File: config.mk
export PLATFORM = sky130hd
export DESIGN_NAME = wb_exc_stage_flat
export DESIGN_NICKNAME = d
export VERILOG_FILES = /design/src/rtl/wb_exc_stage_if.sv /design/src/rtl/wb_exc_stage.sv /design/src/flat_wrapper.sv
export SDC_FILE = /design/constraint.sdc
export NUM_CORES = 1
export LEC_CHECK = 0
export CAP_MARGIN = 20
export CORE_MARGIN = 2
export CORE_UTILIZATION = 47
export CTS_CLUSTER_DIAMETER = 40
export DETAILED_ROUTE_END_ITERATION = 16
export PLACE_DENSITY = 0.78
export REMOVE_ABC_BUFFERS = 1
export SETUP_SLACK_MARGIN = 0.5
export SYNTH_ARGS = -nofsm -noshare
export SYNTH_HDL_FRONTEND = slang
export SYNTH_SLANG_ARGS = --single-unit
File: constraint.sdc
create_clock -name clk -period 2.2 [get_ports clk]
set_input_delay 0.33 -clock clk [delete_from_list [all_inputs] [get_ports clk]]
set_output_delay 0.33 -clock clk [all_outputs]
set_load 0.02 [all_outputs]
File: src/rtl/wb_exc_stage_if.sv
// Pipeline-side signal bundle of the write-back/exception stage.
//   master : upstream (memory stage) drives the instruction handshake and
//            observes everything the stage produces.
//   slave  : the write-back stage itself.
// Signals:
//   ws_allowin        stage can accept a new instruction
//   ms_to_ws_valid    upstream instruction valid
//   ms_to_ws_bus      packed instruction from the memory stage (123 bits)
//   ws_to_rf_bus      {rf_we[4], rf_waddr[5], rf_wdata[32]}
//   stall_ws_bus      {valid & |we, we & {4{valid}}, dest}
//   forward_ws_bus    {ws_valid, rf_wdata}
//   ws_flush          pipeline flush request this cycle
//   ws_flush_pc       fetch redirect target, valid with ws_flush
//   debug_wb_*        retire trace
interface wb_exc_stage_if;
  logic         ws_allowin;
  logic         ms_to_ws_valid;
  logic [122:0] ms_to_ws_bus;
  logic [40:0]  ws_to_rf_bus;
  logic [9:0]   stall_ws_bus;
  logic [32:0]  forward_ws_bus;
  logic         ws_flush;
  logic [31:0]  ws_flush_pc;
  logic [31:0]  debug_wb_pc;
  logic [3:0]   debug_wb_rf_wen;
  logic [4:0]   debug_wb_rf_wnum;
  logic [31:0]  debug_wb_rf_wdata;

  modport master (
    input  ws_allowin,
    output ms_to_ws_valid,
    output ms_to_ws_bus,
    input  ws_to_rf_bus,
    input  stall_ws_bus,
    input  forward_ws_bus,
    input  ws_flush,
    input  ws_flush_pc,
    input  debug_wb_pc,
    input  debug_wb_rf_wen,
    input  debug_wb_rf_wnum,
    input  debug_wb_rf_wdata
  );

  modport slave (
    output ws_allowin,
    input  ms_to_ws_valid,
    input  ms_to_ws_bus,
    output ws_to_rf_bus,
    output stall_ws_bus,
    output forward_ws_bus,
    output ws_flush,
    output ws_flush_pc,
    output debug_wb_pc,
    output debug_wb_rf_wen,
    output debug_wb_rf_wnum,
    output debug_wb_rf_wdata
  );
endinterface

File: src/rtl/wb_exc_stage.sv
// Write-back stage with integrated CP0 and precise exception/interrupt entry.
// Holds one instruction from the memory stage, writes the register file,
// services mfc0/mtc0, takes exceptions and interrupts (flushing to EXC_ENTRY)
// and executes eret (flushing to EPC). Contains the Count/Compare timer.
// Ports:
//   clk     sole clock, all state updates on the rising edge
//   reset   synchronous, active-high
//   hw_int  level-sensitive hardware interrupt lines
//   pipe    pipeline bundle (slave side), see wb_exc_stage_if
module wb_exc_stage #(
  parameter int unsigned NUM_HW_INT = 6,
  parameter int unsigned COUNT_DIV  = 2,
  parameter logic [31:0] EXC_ENTRY  = 32'hBFC0_0380
) (
  input  logic                  clk,
  input  logic                  reset,
  input  logic [NUM_HW_INT-1:0] hw_int,
  wb_exc_stage_if.slave         pipe
);

  localparam int unsigned     DivW    = (COUNT_DIV > 1) ? $clog2(COUNT_DIV) : 1;
  localparam logic [DivW-1:0] DivLast = DivW'(COUNT_DIV - 1);

  localparam logic [7:0] AddrBadVAddr = 8'h40;
  localparam logic [7:0] AddrCount    = 8'h48;
  localparam logic [7:0] AddrCompare  = 8'h58;
  localparam logic [7:0] AddrStatus   = 8'h60;
  localparam logic [7:0] AddrCause    = 8'h68;
  localparam logic [7:0] AddrEpc      = 8'h70;

  localparam logic [4:0] ExcAdEL = 5'd4;
  localparam logic [4:0] ExcAdES = 5'd5;

  // Pipeline register
  logic         ws_valid_q, ws_valid_d;
  logic [122:0] ws_bus_q, ws_bus_d;
  logic         ws_ready_go;
  logic         ws_allowin;

  // Instruction fields held in the stage
  logic [31:0] ws_bad_vaddr;
  logic [4:0]  ws_ex_code;
  logic        ws_has_exc;
  logic        ws_is_slot;
  logic        ws_eret;
  logic        ws_cp0_wen;
  logic        ws_res_from_cp0;
  logic [7:0]  ws_cp0_addr;
  logic [3:0]  ws_gr_we;
  logic [4:0]  ws_dest;
  logic [31:0] ws_result;
  logic [31:0] ws_pc;

  // CP0 state
  logic [7:0]      status_im_q, status_im_d;
  logic            status_exl_q, status_exl_d;
  logic            status_ie_q, status_ie_d;
  logic            cause_bd_q, cause_bd_d;
  logic            cause_ti_q, cause_ti_d;
  logic [5:0]      cause_ip_hw_q, cause_ip_hw_d;  // Cause.IP[7:2]
  logic [1:0]      cause_ip_sw_q, cause_ip_sw_d;  // Cause.IP[1:0]
  logic [4:0]      cause_exc_q, cause_exc_d;
  logic [31:0]     epc_q, epc_d;
  logic [31:0]     badvaddr_q, badvaddr_d;
  logic [31:0]     count_q, count_d;
  logic [31:0]     compare_q, compare_d;
  logic [DivW-1:0] div_q, div_d;

  // Control
  logic [5:0]  hw_ext;
  logic [7:0]  cause_ip;
  logic        int_req;
  logic        take_int;
  logic        take_exc;
  logic [4:0]  exc_code;
  logic        eret_go;
  logic        cp0_we;
  logic [31:0] status_rd;
  logic [31:0] cause_rd;
  logic [31:0] cp0_rdata;
  logic [3:0]  rf_we;
  logic [31:0] rf_wdata;
  logic        flush;
  logic [31:0] flush_pc;

  assign ws_ready_go = 1'b1;
  assign ws_allowin  = !ws_valid_q | ws_ready_go;

  assign ws_bad_vaddr    = ws_bus_q[122:91];
  assign ws_ex_code      = ws_bus_q[90:86];
  assign ws_has_exc      = ws_bus_q[85];
  assign ws_is_slot      = ws_bus_q[84];
  assign ws_eret         = ws_bus_q[83];
  assign ws_cp0_wen      = ws_bus_q[82];
  assign ws_res_from_cp0 = ws_bus_q[81];
  assign ws_cp0_addr     = ws_bus_q[80:73];
  assign ws_gr_we        = ws_bus_q[72:69];
  assign ws_dest         = ws_bus_q[68:64];
  assign ws_result       = ws_bus_q[63:32];
  assign ws_pc           = ws_bus_q[31:0];

  // Zero-extend the interrupt lines to the six IP slots
  always_comb begin
    hw_ext                 = '0;
    hw_ext[NUM_HW_INT-1:0] = hw_int;
  end

  assign cause_ip = {cause_ip_hw_q, cause_ip_sw_q};
  assign int_req  = status_ie_q & !status_exl_q & (|(cause_ip & status_im_q));
  assign take_int = ws_valid_q & int_req;
  assign take_exc = ws_valid_q & (take_int | ws_has_exc);
  // An interrupt outranks any exception the instruction itself raised
  assign exc_code = take_int ? 5'd0 : ws_ex_code;
  assign eret_go  = ws_valid_q & ws_eret & !take_exc;
  assign cp0_we   = ws_valid_q & ws_cp0_wen & !take_exc;

  // Status.BEV (bit 22) is hardwired to 1
  assign status_rd = {9'd0, 1'b1, 6'd0, status_im_q, 6'd0, status_exl_q, status_ie_q};
  assign cause_rd  = {cause_bd_q, cause_ti_q, 14'd0, cause_ip, 1'b0, cause_exc_q, 2'd0};

  always_comb begin
    cp0_rdata = '0;
    case (ws_cp0_addr)
      AddrBadVAddr: cp0_rdata = badvaddr_q;
      AddrCount:    cp0_rdata = count_q;
      AddrCompare:  cp0_rdata = compare_q;
      AddrStatus:   cp0_rdata = status_rd;
      AddrCause:    cp0_rdata = cause_rd;
      AddrEpc:      cp0_rdata = epc_q;
      default:      cp0_rdata = '0;
    endcase
  end

  // Retire / redirect outputs
  always_comb begin
    rf_wdata = ws_res_from_cp0 ? cp0_rdata : ws_result;
    flush    = 1'b0;
    flush_pc = '0;
    rf_we    = ws_gr_we & {4{ws_valid_q}};
    if (take_exc) begin
      flush    = 1'b1;
      flush_pc = EXC_ENTRY;
      rf_we    = '0;
    end else if (eret_go) begin
      flush    = 1'b1;
      flush_pc = epc_q;
      rf_we    = '0;
    end
  end

  assign pipe.ws_allowin        = ws_allowin;
  assign pipe.ws_to_rf_bus      = {rf_we, ws_dest, rf_wdata};
  assign pipe.stall_ws_bus      = {ws_valid_q & (|ws_gr_we), ws_gr_we & {4{ws_valid_q}}, ws_dest};
  assign pipe.forward_ws_bus    = {ws_valid_q, rf_wdata};
  assign pipe.ws_flush          = flush;
  assign pipe.ws_flush_pc       = flush_pc;
  assign pipe.debug_wb_pc       = ws_pc;
  assign pipe.debug_wb_rf_wen   = rf_we;
  assign pipe.debug_wb_rf_wnum  = ws_dest;
  assign pipe.debug_wb_rf_wdata = rf_wdata;

  // Next-state logic
  always_comb begin
    ws_valid_d    = ws_valid_q;
    ws_bus_d      = ws_bus_q;
    status_im_d   = status_im_q;
    status_exl_d  = status_exl_q;
    status_ie_d   = status_ie_q;
    cause_bd_d    = cause_bd_q;
    cause_ti_d    = cause_ti_q;
    cause_ip_sw_d = cause_ip_sw_q;
    cause_exc_d   = cause_exc_q;
    epc_d         = epc_q;
    badvaddr_d    = badvaddr_q;
    count_d       = count_q;
    compare_d     = compare_q;
    div_d         = div_q;
    // Timer interrupt shares IP[7] with the sixth hardware line
    cause_ip_hw_d = {cause_ti_q | hw_ext[5], hw_ext[4:0]};

    if (ws_allowin) begin
      ws_valid_d = pipe.ms_to_ws_valid;
      if (pipe.ms_to_ws_valid) begin
        ws_bus_d = pipe.ms_to_ws_bus;
      end
    end

    // Free-running timer; an mtc0 below may override it
    if (div_q == DivLast) begin
      div_d   = '0;
      count_d = count_q + 32'd1;
      if (count_q + 32'd1 == compare_q) begin
        cause_ti_d = 1'b1;
      end
    end else begin
      div_d = div_q + DivW'(1);
    end

    if (take_exc) begin
      // A nested exception keeps the original return point
      if (!status_exl_q) begin
        epc_d      = ws_is_slot ? ws_pc - 32'd4 : ws_pc;
        cause_bd_d = ws_is_slot;
      end
      status_exl_d = 1'b1;
      cause_exc_d  = exc_code;
      if (exc_code == ExcAdEL || exc_code == ExcAdES) begin
        badvaddr_d = ws_bad_vaddr;
      end
    end

    if (cp0_we) begin
      case (ws_cp0_addr)
        AddrStatus: begin
          status_im_d  = ws_result[15:8];
          status_exl_d = ws_result[1];
          status_ie_d  = ws_result[0];
        end
        AddrCause:   cause_ip_sw_d = ws_result[9:8];
        AddrEpc:     epc_d = ws_result;
        AddrCount: begin
          count_d = ws_result;
          div_d   = '0;
        end
        AddrCompare: begin
          compare_d  = ws_result;
          cause_ti_d = 1'b0;
        end
        default: ;
      endcase
    end

    if (eret_go) begin
      status_exl_d = 1'b0;
    end
  end

  always_ff @(posedge clk) begin
    if (reset) begin
      ws_valid_q    <= 1'b0;
      ws_bus_q      <= '0;
      status_im_q   <= '0;
      status_exl_q  <= 1'b0;
      status_ie_q   <= 1'b0;
      cause_bd_q    <= 1'b0;
      cause_ti_q    <= 1'b0;
      cause_ip_hw_q <= '0;
      cause_ip_sw_q <= '0;
      cause_exc_q   <= '0;
      epc_q         <= '0;
      badvaddr_q    <= '0;
      count_q       <= '0;
      compare_q     <= '0;
      div_q         <= '0;
    end else begin
      ws_valid_q    <= ws_valid_d;
      ws_bus_q      <= ws_bus_d;
      status_im_q   <= status_im_d;
      status_exl_q  <= status_exl_d;
      status_ie_q   <= status_ie_d;
      cause_bd_q    <= cause_bd_d;
      cause_ti_q    <= cause_ti_d;
      cause_ip_hw_q <= cause_ip_hw_d;
      cause_ip_sw_q <= cause_ip_sw_d;
      cause_exc_q   <= cause_exc_d;
      epc_q         <= epc_d;
      badvaddr_q    <= badvaddr_d;
      count_q       <= count_d;
      compare_q     <= compare_d;
      div_q         <= div_d;
    end
  end

endmodule

File: src/flat_wrapper.sv
// flat-port wrapper written by rule: the top's interface ports become plain ports
module wb_exc_stage_flat 
#(
  parameter int unsigned NUM_HW_INT = 6,
  parameter int unsigned COUNT_DIV  = 2,
  parameter logic [31:0] EXC_ENTRY  = 32'hBFC0_0380
)
  (clk, reset, hw_int, pipe_ws_allowin, pipe_ms_to_ws_valid, pipe_ms_to_ws_bus, pipe_ws_to_rf_bus, pipe_stall_ws_bus, pipe_forward_ws_bus, pipe_ws_flush, pipe_ws_flush_pc, pipe_debug_wb_pc, pipe_debug_wb_rf_wen, pipe_debug_wb_rf_wnum, pipe_debug_wb_rf_wdata);
  wb_exc_stage_if pipe_i ();
  input  logic clk;
  input  logic reset;
  input  logic [NUM_HW_INT-1:0] hw_int;
  output wire logic [$bits(pipe_i.ws_allowin)-1:0] pipe_ws_allowin;
  input wire logic [$bits(pipe_i.ms_to_ws_valid)-1:0] pipe_ms_to_ws_valid;
  input wire logic [$bits(pipe_i.ms_to_ws_bus)-1:0] pipe_ms_to_ws_bus;
  output wire logic [$bits(pipe_i.ws_to_rf_bus)-1:0] pipe_ws_to_rf_bus;
  output wire logic [$bits(pipe_i.stall_ws_bus)-1:0] pipe_stall_ws_bus;
  output wire logic [$bits(pipe_i.forward_ws_bus)-1:0] pipe_forward_ws_bus;
  output wire logic [$bits(pipe_i.ws_flush)-1:0] pipe_ws_flush;
  output wire logic [$bits(pipe_i.ws_flush_pc)-1:0] pipe_ws_flush_pc;
  output wire logic [$bits(pipe_i.debug_wb_pc)-1:0] pipe_debug_wb_pc;
  output wire logic [$bits(pipe_i.debug_wb_rf_wen)-1:0] pipe_debug_wb_rf_wen;
  output wire logic [$bits(pipe_i.debug_wb_rf_wnum)-1:0] pipe_debug_wb_rf_wnum;
  output wire logic [$bits(pipe_i.debug_wb_rf_wdata)-1:0] pipe_debug_wb_rf_wdata;
  assign pipe_ws_allowin = pipe_i.ws_allowin;
  assign pipe_i.ms_to_ws_valid = pipe_ms_to_ws_valid;
  assign pipe_i.ms_to_ws_bus = pipe_ms_to_ws_bus;
  assign pipe_ws_to_rf_bus = pipe_i.ws_to_rf_bus;
  assign pipe_stall_ws_bus = pipe_i.stall_ws_bus;
  assign pipe_forward_ws_bus = pipe_i.forward_ws_bus;
  assign pipe_ws_flush = pipe_i.ws_flush;
  assign pipe_ws_flush_pc = pipe_i.ws_flush_pc;
  assign pipe_debug_wb_pc = pipe_i.debug_wb_pc;
  assign pipe_debug_wb_rf_wen = pipe_i.debug_wb_rf_wen;
  assign pipe_debug_wb_rf_wnum = pipe_i.debug_wb_rf_wnum;
  assign pipe_debug_wb_rf_wdata = pipe_i.debug_wb_rf_wdata;
  wb_exc_stage #(.NUM_HW_INT(NUM_HW_INT), .COUNT_DIV(COUNT_DIV), .EXC_ENTRY(EXC_ENTRY)) u_core (.clk(clk), .reset(reset), .hw_int(hw_int), .pipe(pipe_i));
endmodule
==> reports/metrics.yaml, run 1 <==
drt:
  vias: 17500
  drtIter0Drc: 2282
  wl_per_cell_um: 26.0
  post_drt_via_cell_ratio: 6.33
  firstDrtPassIters: 9
  drt-total-wl_um: 72000
  remaining_drc_errors: 0
  ant_nets: 0
placed_design:
  place_inst: 2560
  portBuffers: 321
  pre_cts_ws_ps: -881
  dp_hpwl_um: 38600
  gp_congestion: 0.957
logic_synthesis:
  avgSynthCellArea_sq_um: 8.07
  yosys-top-cells-count: "dfxtp_1 (278), nand2_1 (273), nor2_1 (238)"
  synth-edff-count: 0
  synth_ff_type: "dfxtp_1"
  synth_top_area_share_pct: 37.2
  ys_seq_area_share_pct: 37.2
  synthCells: 1854
  yosysMostFrequentCell: "dfxtp_1"
  ys_warn_count: 0
  synth-async-reset-ratio_pct: 0
  netlist_area_sq_um: 15000
  synth_area_leaders: "dfxtp_1 (37%), mux2i_1 (9.6%), nand2_1 (6.8%)"
  yosysTopAreaCell: "dfxtp_1"
  ys_seq_elements: 278
  ys_types: 70
floorplanning:
  rows: 65
  start_util_pct: 47.6
  io_pins: 323
  die_w_um: 182
  core_area_sq_um: 31500
  die_y_um: 182
  die_area_sq_um: 33300
final_layout:
  fillers: 1765
  instances_no_fill: 2769
  diodes: 0
  syn2layout_area_growth_pct: 65.1
  post_route_cells_drive_above_1_share_pct: 40.9
  fin_nets: 2467
cts:
  h-tree-depth: 2
  cts_root_buf: "clkbuf_16"
  clkTransAtPathRegs_ps: 60
  clock_latency_ps: 560
  cts_tree: "built"
  clockBufferDepth: 3
  cts_buffers: 43
  cts_sinks: 278
sta:
  holdWs_ps: 236
  fmax_mhz: 298
  rsz0062_at_grt: "yes"
  drv_slew: 0
  setup_violations: 284
  fin_crit_sh_pct: 152
  max_slew_margin_pct: 63.3
  min_period_ps: 3350
  setup_slack_ps: -1150
  hold_violations: 0
  tightest_slew_ps: 543
  clock_skew_ps: 19.8
critical_path:
  critPathKind: "flip-flop to output port"
  required_ps: 1870
  start_kind: "flip-flop"
  cp.arrival_ps: 3020
  cp_max_fo: 4
  cp-end-kind: "output port"
flow_run:
  maxCapViolations: 0
pwr:
  cellLeakagePower_nw: 9.96
  p_per_area_nw_per_um2: 601
  ir_drop_v: 0.000500
worst_hold_path:
  hold_class: "primary input to flip-flop"
global_route:
  first_global_vias: 15600
  gr-total-overflow: 0
  track_usage_pct: 33.7
  grt_pass1_wl_um: 88000
  antenna_found_initial: 1
  grt_max_degree: 68
run_status:
  status: "finished, violations left"
  violations: "negative setup slack"
-- layer usage --
layer	vias up	share of wire, %	GRT usage [%]
met5	-	0.026	0
met4	2	7.8	13.8
met3	498	12	7.96
met2	1471	45	56.7
met1	8317	35	41.5
li1	7250	-	-
-- layout by cell type (no fill, tap or decap), drive strengths merged, types with 39 or more instances in the layout --
| cell | n |
|---|---|
| buf | 496 |
| dfxtp | 278 |
| nand2 | 273 |
| nor2 | 238 |
| clkdlybuf4s50 | 179 |
| mux2i | 143 |
| a21oi | 105 |
| clkbuf | 65 |
| xor2 | 53 |
| xnor2 | 41 |
| a211oi | 41 |
| inv | 39 |
-- power by group --
part	leakage (nW)	switching, W	internal (W)	total, W
clock network	0.715	0.00276	0.00438	0.00715
registers	2.27	0.000195	0.00521	0.00540
logic	6.97	0.00116	0.00113	0.00229
total	9.96	0.00412	0.0107	0.0148
-- flip-flops by register name (all words and copies together), names as in the netlist, 2 cells and up --
signal                count
u_core.cause_ip_hw_q      6
u_core.status_im_q        8
u_core.ws_bus_q         123
u_core.compare_q         32
u_core.epc_q             32
u_core.cause_ip_sw_q      2
u_core.badvaddr_q        32
u_core.cause_exc_q        5
u_core.count_q           32
-- stage by stage --
stage | utilization, % | setup TNS, ps | total power (W) | area (sq um)
after global placement | 61.5 | -95680 | 0.00729 | 19400
final | 78.5 | -163630 | 0.0148 | 24700
after CTS | 70.4 | -99010 | 0.0145 | 22200
after detailed placement | 61.5 | -102090 | 0.00733 | 19400
after floorplan | - | -307960 | 0.00617 | 13500
after global routing | 78.5 | -176180 | 0.0151 | 24700
-- worst max-delay path, cell delays in order (launching register included) --
cell and delay [ps]:
dfxtp_2 340, nor4b_4 350, nand2b_1 180, buf_6 180, nor2_4 220, buf_6 140, clkbuf_16 130, buf_6 90
a22oi_2 70, o21ai_2 150, a31oi_1 80, o22ai_2 330, buf_6 180
-- repair_timing --
item | 4_1_cts | 5_1_grt
gates cloned | 8 | 18
setup buffers | 56 | 48
setup endpoints to repair | 338 | 338
gates resized for setup | 939 | 466
hold buffers | 0 | 0
pin swaps | 48 | 141
-- worst paths after layout --
check | from | endpoint | slack, ps | cells past startpoint
setup / recovery | u_core.ws_bus_q[74] | pipe_forward_ws_bus[18] | -1150 | 12
hold / removal | reset | u_core.badvaddr_q[19] | 240 | 2
setup reg to reg | u_core.status_im_q[1] | u_core.badvaddr_q[1] | -430 | 15
hold reg to reg | u_core.ws_bus_q[102] | u_core.badvaddr_q[11] | 450 | 2
-- area by class of cell --
cell class / instances / area [sq um] / area share [%]
Clock buffer: 50 / 1140 / 4.63
Clock inverter: 29 / 347 / 1.40
Inverter: 33 / 124 / 0.501
Multi-Input combinational cell: 1287 / 9720 / 39.3
Sequential cell: 278 / 5590 / 22.6
Tap cell: 402 / 503 / 2.04
Timing Repair Buffer: 690 / 7300 / 29.5
-- cell families (layout without fill, tap and decap cells) --
family | Yosys count | after routing | share of synthesized area, %
buf+inv | 289 | 802 | 10.3
other cells | 1 | 1 | 0.0251
flops | 278 | 278 | 37.2
xor+xnor | 94 | 94 | 5.50
fa+ha+maj | 3 | 3 | 0.234
simple gates | 720 | 720 | 22.6
compound gates | 318 | 318 | 13.9
mux | 151 | 151 | 10.2
(Power assumes the default switching activity.)
==> run 2: changes to the inputs <==
Settings changed: CORE_UTILIZATION 47 to 52, PLACE_DENSITY 0.78 to 0.82.
Clock period 2.2 ns to 3.3 ns, I/O delays scaled along.
==> run 2 against run 1 <==
  * The run still ends with negative setup slack left
  * Critical path depth unchanged
  * Via count fell by 12%
  * Worst setup slack better by 1100 ps
  * Hold slack better by 160 ps
  * Clock-buffer cell count rose by 8
  * Wire length shrank 21%
  * Design area decreased by 13%
  * First-iteration DRC count is 14% lower
  * Core utilization down 3.2 points
  * Register-to-register slack gained 860 ps
  * Die area fell by 9.4%
  * Sequential power fell by 33%
  * Critical endpoint unchanged
  * Largest cell class unchanged
==> reports/metrics.yaml, run 2 (synthesis results as in run 1) <==
final_layout:
  layout_common_cells: "dfxtp_1 (267), nand2_1 (258), nor2_1 (230), clkdlybuf4s50_1 (182), buf_6 (146)"  # was dfxtp_1 (264), buf_4 (231), buf_6 (202), nor2_1 (201), nand2_1 (194)
  diodes: 0  # unchanged
  multi_input_area_sq_um: 8560  # was 9720 sq um
  fin_nets: 2280  # was 2467
  register_area_sq_um: 5580  # was 5590 sq um
  fillers: 1944  # was 1765
  top_register: "u_core.ws_bus_q"  # unchanged
  post_route_cells_drive_above_1_share_pct: 25.6  # was 40.9%
  syn2layout_area_growth_pct: 43.6  # was 65.1%
  largest_reg_flops: 123  # unchanged
  final_common_cell: "dfxtp_1"  # unchanged
  instances_no_fill: 2565  # was 2769
pwr:
  clockPowerShare_pct: 50.2  # was 48.2%
  p_sw_w: 0.00256  # was 0.00412 W
  seqPwrFrac_pct: 36.7  # was 36.4%
  p_per_area_nw_per_um2: 460  # was 601 nW/um^2
  ir_drop_v: 0.000363  # was 0.000500 V
  cellLeakagePower_nw: 8.74  # was 9.96 nW
  p_sw_share_pct: 25.9  # was 27.8%
  power.internal_w: 0.00732  # was 0.0107 W
  power_frac_comb_pct: 13.1  # was 15.4%
sta:
  rsz0062_at_grt: "yes"  # unchanged
  hold_violations: 0  # unchanged
  clock_skew_ps: 24.4  # was 19.8 ps
  fin_crit_sh_pct: 101
  min_period_ps: 3340
  setup_slack_ps: -35.6  # was -1150 ps
  tightest_slew_ps: 807  # was 543 ps
  fmax_mhz: 300
  setup_violations: 3  # was 284
  max_slew_margin_pct: 46.1  # was 63.3%
  holdWs_ps: 400  # was 236 ps
  drv_slew: 0  # unchanged
drt:
  remaining_drc_errors: 0  # unchanged
  ant_nets: 0  # unchanged
  vias: 15500  # was 17500
  drtIter0Drc: 1952  # was 2282
  post_drt_via_cell_ratio: 6.04  # was 6.33
  met3_length_um: 5860  # was 8800 um
  wl_per_cell_um: 22.1  # was 26.0 um
  wl_met1_um: 21900  # was 25500 um
  firstDrtPassIters: 6  # was 9
  wl_met2_um: 26300  # was 32100 um
  top_layer_used: "met4"  # was met5
  drt-total-wl_um: 56600  # was 72000 um
cts:
  h-tree-depth: 2  # unchanged
  cts_sinks: 278  # unchanged
  cts_tree: "built"  # unchanged
  cts_hold_buf: 0  # unchanged
  cts_root_buf: "clkbuf_16"  # unchanged
  cts_buffers: 44  # was 43
  clockBufferDepth: 3  # unchanged
  clkTransAtPathRegs_ps: 50  # was 60 ps
  clock_latency_ps: 540  # was 560 ps
critical_path:
  start_kind: "flip-flop"  # unchanged
  worst_path_largest_cell_delay_ps: 330  # was 350 ps
  path_cells: "nor4b_4 -> nand2b_1 -> buf_4 -> nor2_4 -> buf_6 -> buf_12 -> buf_6 -> a22oi_2 -> o21ai_1 -> a31oi_1 -> o22ai_2 -> buf_6"  # was nor4b_4 -> nand2b_1 -> buf_6 -> nor2_4 -> buf_6 -> clkbuf_16 -> buf_6 -> a22oi_2 -> o21ai_2 -> a31oi_1 -> o22ai_2 -> buf_6
  cp-end-kind: "output port"  # unchanged
  cp.arrival_ps: 2840  # was 3020 ps
  cp_max_fo: 6  # was 4
  critPathKind: "flip-flop to output port"  # unchanged
  crit_slowest_cell: "dfxtp_2"  # was nor4b_4
  cp_common_cell: "buf_6"  # unchanged
  required_ps: 2800  # was 1870 ps
floorplanning:
  core_area_sq_um: 28500  # was 31500 sq um
  die_area_sq_um: 30200  # was 33300 sq um
  rows: 62  # was 65
  die_w_um: 174  # was 182 um
  start_util_pct: 52.4  # was 47.6%
  io_pins: 323  # unchanged
  die_y_um: 174  # was 182 um
placed_design:
  pre_cts_ws_ps: -23.5  # was -881 ps
  dp_hpwl_um: 35100  # was 38600 um
  gp_congestion: 0.977  # was 0.957
  portBuffers: 321  # unchanged
  place_inst: 2362  # was 2560
run_status:
  violations: "negative setup slack"  # unchanged
  status: "finished, violations left"  # unchanged
global_route:
  first_global_vias: 15000  # was 15600
  antenna_found_initial: 1  # unchanged
  track_usage_pct: 34.6  # was 33.7%
  grt_max_degree: 94  # was 68
  grt_pass1_wl_um: 83400  # was 88000 um
  gr-total-overflow: 0  # unchanged
flow_run:
  maxCapViolations: 0  # unchanged
worst_hold_path:
  hold_class: "primary input to flip-flop"  # unchanged
-- run 2: cell types whose count changed in the layout (fill, tap and decap cells not counted), sizes merged --
cell           before  now
clkdlybuf4s50     179  182
inv                39   38
buf               496  307
dlymetal6s2s        0   10
clkinv             12   10
clkinvlp            6    2
clkbuf             65   61
bufinv              5    6
-- run 2: routing by layer --
| layer | up-vias | GRT usage, % |
|---|---|---|
| met4 | 0 | 14.7 |
| met5 | - | 0 |
| li1 | 6875 | - |
| met3 | 229 | 7.79 |
| met2 | 1075 | 57.1 |
| met1 | 7306 | 43.6 |
-- run 2: path summary, 6_finish.rpt --
path	start	end	slack (ps)	depth (start not counted)
min reg2reg	u_core.ws_bus_q[114]	u_core.badvaddr_q[23]	450	2
max	u_core.ws_bus_q[74]	pipe_forward_ws_bus[18]	-40	12
min	pipe_ms_to_ws_valid	u_core.ws_valid_q	400	2
max reg2reg	u_core.status_im_q[7]	u_core.epc_q[3]	430	13
-- run 2: repair_timing --
item | CTS | global route
pin swaps | 45 | 51
setup buffers | 82 | 33
resized for setup | 821 | 161
gates cloned | 7 | 0
endpoints found under the setup margin | 137 | 232
-- run 2: power groups by stage --
| stage | clock network, W | registers [W] | logic [W] |
|---|---|---|---|
| final | 0.00496 | 0.00362 | 0.00130 |
| after global routing | 0.00511 | 0.00363 | 0.00136 |
| after CTS | 0.00494 | 0.00361 | 0.00121 |
| after detailed placement | 0 | 0.00367 | 0.00109 |
| after global placement | 0 | 0.00367 | 0.00107 |
| after floorplan | 0 | 0.00369 | 0.000429 |
-- run 2: worst max-delay path: cells and delay by family, from the launching register on --
family          cells  cell delay (ps)
simple gates        3              560
buf+inv             5              750
flops               1              330
compound gates      4              650
-- run 2: area by class of cell --
class                      count  share of cell area (%)
multi-input combinational   1287                    39.8
sequential                   278                    26.0
timing repair buffer         502                    24.0
clock buffer                  58                    5.89
tap                          384                    2.24
clock inverter                23                    1.51
inverter                      33                   0.576
-- run 2: through the flow --
stage	area [sq um]	util, %	setup TNS, ps	total power, W
4_1_cts	20700	72.6	0	0.00976
2_1_floorplan	13500	-	-124140	0.00412
3_3_place_gp	17800	62.4	0	0.00474
5_1_grt	21500	75.3	-978	0.0101
3_5_place_dp	17800	62.4	-60.8	0.00477
6_report	21500	75.3	-105	0.00988
